## src/rtl/sensor_pkg.sv

```systemverilog
// rtl/sensor_pkg.sv - shared types, constants and golden error function for the sensor sweep
package sensor_pkg;

   typedef enum logic [1:0] {
      IDLE  = 2'd0,
      DRIVE = 2'd1,
      DONE  = 2'd2
   } sweep_state_t;

   localparam int NUM_VECTORS = 16;

   // Reference behaviour of the 4-bit sensor error detector.
   function automatic logic golden_error(input logic [3:0] v);
      return v[0] | (v[1] & (v[2] | v[3]));
   endfunction

endpackage

```

## src/rtl/sensor_dwell_cnt.sv

```systemverilog
// rtl/sensor_dwell_cnt.sv - rollover counter timing how long each vector is held
module sensor_dwell_cnt #(
   parameter int WIDTH = 8
) (
   input  logic             clk,
   input  logic             n_rst,
   input  logic             clear,
   input  logic             enable,
   input  logic [WIDTH-1:0] max_count,
   output logic             wrap
);

   logic [WIDTH-1:0] count;

   // Flag is asserted on the last cycle of the window so the caller acts on that edge.
   assign wrap = enable && (count == max_count);

   always_ff @(posedge clk or negedge n_rst) begin
      if (!n_rst) begin
         count <= '0;
      end else if (clear) begin
         count <= '0;
      end else if (enable) begin
         if (wrap) begin
            count <= '0;
         end else begin
            count <= count + 1'b1;
         end
      end
   end

endmodule

```

## src/rtl/sensor_sweep.sv

```systemverilog
// rtl/sensor_sweep.sv - sweeps all 16 sensor vectors into the detector and records its error responses
module sensor_sweep
   import sensor_pkg::*;
#(
   parameter int DWELL = 2
) (
   input  logic        clk,
   input  logic        n_rst,
   input  logic        start,
   input  logic        error_in,
   output logic [3:0]  sensors,
   output logic        busy,
   output logic        done,
   output logic [15:0] err_map,
   output logic [4:0]  err_count,
   output logic [15:0] mismatch_map
);

   localparam logic [7:0] DWELL_MAX  = 8'(DWELL - 1);
   localparam logic [3:0] LAST_INDEX = 4'(NUM_VECTORS - 1);

   sweep_state_t state;
   logic [3:0]   idx;
   logic         dwell_wrap;

   // Counter is held at zero outside DRIVE, so every sweep starts a fresh window.
   sensor_dwell_cnt #(
      .WIDTH(8)
   ) u_dwell_cnt (
      .clk      (clk),
      .n_rst    (n_rst),
      .clear    (state != DRIVE),
      .enable   (state == DRIVE),
      .max_count(DWELL_MAX),
      .wrap     (dwell_wrap)
   );

   always_ff @(posedge clk or negedge n_rst) begin
      if (!n_rst) begin
         state        <= IDLE;
         idx          <= '0;
         sensors      <= '0;
         busy         <= 1'b0;
         done         <= 1'b0;
         err_map      <= '0;
         err_count    <= '0;
         mismatch_map <= '0;
      end else begin
         case (state)
            IDLE: begin
               done <= 1'b0;
               busy <= 1'b0;
               if (start) begin
                  state        <= DRIVE;
                  busy         <= 1'b1;
                  idx          <= '0;
                  sensors      <= '0;
                  err_map      <= '0;
                  err_count    <= '0;
                  mismatch_map <= '0;
               end
            end
            DRIVE: begin
               if (dwell_wrap) begin
                  err_map[idx]      <= error_in;
                  mismatch_map[idx] <= error_in ^ golden_error(idx);
                  err_count         <= err_count + {4'b0000, error_in};
                  if (idx == LAST_INDEX) begin
                     state <= DONE;
                     busy  <= 1'b0;
                     done  <= 1'b1;
                  end else begin
                     idx     <= idx + 4'd1;
                     sensors <= idx + 4'd1;
                  end
               end
            end
            DONE: begin
               // start is deliberately not looked at here; a restart needs one IDLE cycle.
               done  <= 1'b0;
               state <= IDLE;
            end
            default: begin
               state <= IDLE;
               busy  <= 1'b0;
               done  <= 1'b0;
            end
         endcase
      end
   end

endmodule

```

## config.mk

```make
export PLATFORM = sky130hd
export DESIGN_NAME = sensor_sweep
export DESIGN_NICKNAME = d
export VERILOG_FILES = /design/src/rtl/sensor_pkg.sv /design/src/rtl/sensor_dwell_cnt.sv /design/src/rtl/sensor_sweep.sv
export SDC_FILE = /design/constraint.sdc
export NUM_CORES = 1
export LEC_CHECK = 0
export CELL_PAD_IN_SITES_DETAIL_PLACEMENT = 0
export CELL_PAD_IN_SITES_GLOBAL_PLACEMENT = 1
export CORE_AREA = 2 2 63 110
export CTS_BUF_LIST = sky130_fd_sc_hd__clkbuf_8 sky130_fd_sc_hd__clkbuf_16
export DETAILED_ROUTE_END_ITERATION = 7
export DIE_AREA = 0 0 65 112
export PLACE_DENSITY_LB_ADDON = 0.3
export SKIP_CTS_REPAIR_TIMING = 1
export SLEW_MARGIN = 20
export SYNTH_ARGS = -nofsm -noshare
export SYNTH_HDL_FRONTEND = slang
export SYNTH_SLANG_ARGS = --single-unit
export TNS_END_PERCENT = 30
```

## constraint.sdc

```tcl
create_clock -name clk -period 2.02 [get_ports clk]
set_input_delay 0.505 -clock clk [delete_from_list [all_inputs] [get_ports clk]]
set_output_delay 0.505 -clock clk [all_outputs]
set_load 0.005 [all_outputs]
```

==> out/qor.yml <==
run_status:
  outcome: "complete, no violations"
placement:
  place_area_sq_um: 3310
  port_buffers: 46
  gp_congestion: 0.756
  dpl.cell_count: 382
  dp_hpwl_mm: 4.50
routing:
  wl_per_cell_um: 15.5
  vias: 1992
  drtPass1Iterations: 4
  drt_iter0_markers: 72
  drt-total-wl_mm: 6.07
  drc: 0
  viasPerCell: 5.09
  ant_nets: 0
floorplanning:
  start_util: 0.403
  row_count: 39
  ioPinCount: 47
  core-area_sq_um: 6390
  die_w_um: 65
  die_area_sq_um: 7280
  die_h_um: 112
timing:
  fin_crit_sh: 0.923
  slew_headroom: 0.678
  hold_viol_final: 0
  clock_skew_ns: 0.00283
  tightest_slew_ns: 0.482
  max_freq_mhz: 537
  hold_ws_ns: 0.170
  slew_violations: 0
  finalSetupViolCount: 0
  rsz0062_at_grt: "false"
  finalCriticalPeriod_ns: 1.86
global_routing:
  grt_pass1_wl_mm: 10.0
  grt_pass1_vias: 2024
  antenna_found_initial: 0
  grt_use_total: 0.179
  overflow: 0
  grt_max_degree: 36
critical_path:
  r2r_start: "u_dwell_cnt.count[1]"
  critPathArrivalTime_ns: 2.03
  crit_type: "reg -> reg"
  crit_start: "u_dwell_cnt.count[1]"
  cp-endpoint: "err_map[4]"
  reg2reg_depth: 8
  start_kind: "flop"
  r2r-end: "err_map[4]"
  cp_max_fo: 11
  cp-end-kind: "flop"
  reg2reg_slack_ns: 0.16
  cp.required_ns: 2.19
logic_synthesis:
  synth_top_area_frac: 0.514
  synth_area_leader_cell: "dfrtp_1"
  ys_warn_count: 0
  postSynthCellCount: 239
  synth.top_cells.by_count: "dfrtp_1, nand2_1, mux2i_1"
  synth_area_per_cell_sq_um: 10.8
  synth_cell_types: 35
  yosys-top-cells-area: "dfrtp_1, mux2i_1, nand2_1"
  synth.most_common_cell: "dfrtp_1"
  ys_seq_elements: 53
  synthArstFlopShare: 1.00
  synth_area_sq_um: 2580
  yosysSeqAreaShare: 0.514
  syn-num-nets: 251
  synth-main-ff-cell: "dfrtp_1"
  synth_edf_count: 0
finish:
  n_fill_cell: 581
  area_delta_synth_final_pct: 35.8
  multi_input_area_sq_um: 1200
  fin_cells: 391
  final_area_sq_um: 3500
  nNetsFinal: 321
  regArea_sq_um: 1330
  postLayoutCoreUtil: 0.548
  drive_gt1_frac: 0.165
  antenna_cells: 0
clocking:
  cts_tree: "done"
  path_clk_slew_ns: 0.07
  root_buffer: "clkbuf_16"
  clk_path_buf_depth: 2
  cts_buffers: 5
  htree_levels: 2
  clk_latency_ns: 0.29
  clock_sinks: 53
worst_hold_path:
  min_path_type: "in -> async"
power_and_ir_drop:
  leakagePower_nw: 1.60
  peakVddDrop_uv: 698
  p_per_area_nw_per_um2: 1440
flow_run:
  maxCapViolCount: 0
## logic make-up after synthesis
| logic type | share of synthesized area |
|---|---|
| AO/OA/AOI/OAI | 0.0558 |
| XOR/XNOR | 0.0272 |
| adder cells (fa/ha/maj) | 0.0388 |
| buffers and inverters | 0.0262 |
| flip-flops | 0.514 |
| multiplexers | 0.124 |
| AND/OR/NAND/NOR | 0.213 |
## report_power, final
part,leakage (nW),internal (mW),total [mW],switching (mW)
logic,0.810,1.29,2.38,1.09
clock network,0.0797,0.576,0.940,0.364
registers,0.708,1.43,1.73,0.305
total,1.60,3.29,5.06,1.76
## metrics by stage
stage	power, mW	setup slack [ns]	TNS (ns)
global placement	4.07	0.0259	0
detailed placement	4.11	-0.0231	-0.0231
global route	5.43	0.0301	0
CTS	5.08	0.0541	0
floorplan	2.76	0.165	0
finish	5.06	0.156	0
## placed cells by master, fill, tap and decap left out, types with 4 or more instances in the layout
cell type / instances
nor2_1: 14
mux2i_1: 32
inv_1: 4
nand4_1: 4
and3_1: 4
nand2_1: 42
nand3_2: 5
clkbuf_16: 5
nand3_1: 8
clkdlybuf4s50_1: 45
dfrtp_1: 53
xor2_1: 6
nor3_1: 4
nor2b_1: 4
and3_4: 8
buf_4: 23
ha_1: 8
o21ai_0: 7
## worst min-delay path by stage
stage,from,end,slack (ns),cells after the start
global route,n_rst,mismatch_map[7],0.20,1
CTS,n_rst,mismatch_map[9],0.18,1
detailed placement,done,done,0.49,1
finish,n_rst,mismatch_map[9],0.17,1
global placement,n_rst,mismatch_map[9],0.49,1
floorplan,n_rst,busy,0.21,0
## flip-flops by register name, summed over array words and instances, names as in the netlist
signal / flops
busy: 1
state: 2
done: 1
err_count: 5
u_dwell_cnt.count: 8
err_map: 16
mismatch_map: 16
idx: 4
## critical path, stage by stage (launching register included)
cell	delay [ns]
dfrtp_1	0.37
inv_1	0.05
ha_1	0.14
or3b_4	0.40
nor3_4	0.27
buf_12	0.17
buf_4	0.11
nand3_2	0.10
mux2i_1	0.13
## layer usage
metal  part of all wire  GRT usage  vias to the layer above
met4              0.032     0.0823                        0
met3              0.026     0.0242                       14
met2               0.54      0.321                       38
met1               0.40      0.206                      976
li1                   -          -                      964
met5                  0          0                        -
## final cells by class
class / instances / area share
Multi-Input combinational cell: 172 / 0.342
Clock inverter: 2 / 0.0100
Clock buffer: 5 / 0.0357
Timing Repair Buffer: 73 / 0.200
Sequential cell: 53 / 0.379
Inverter: 4 / 0.00429
Tap cell: 82 / 0.0293
No activity file was read; power rests on OpenSTA's default activity.
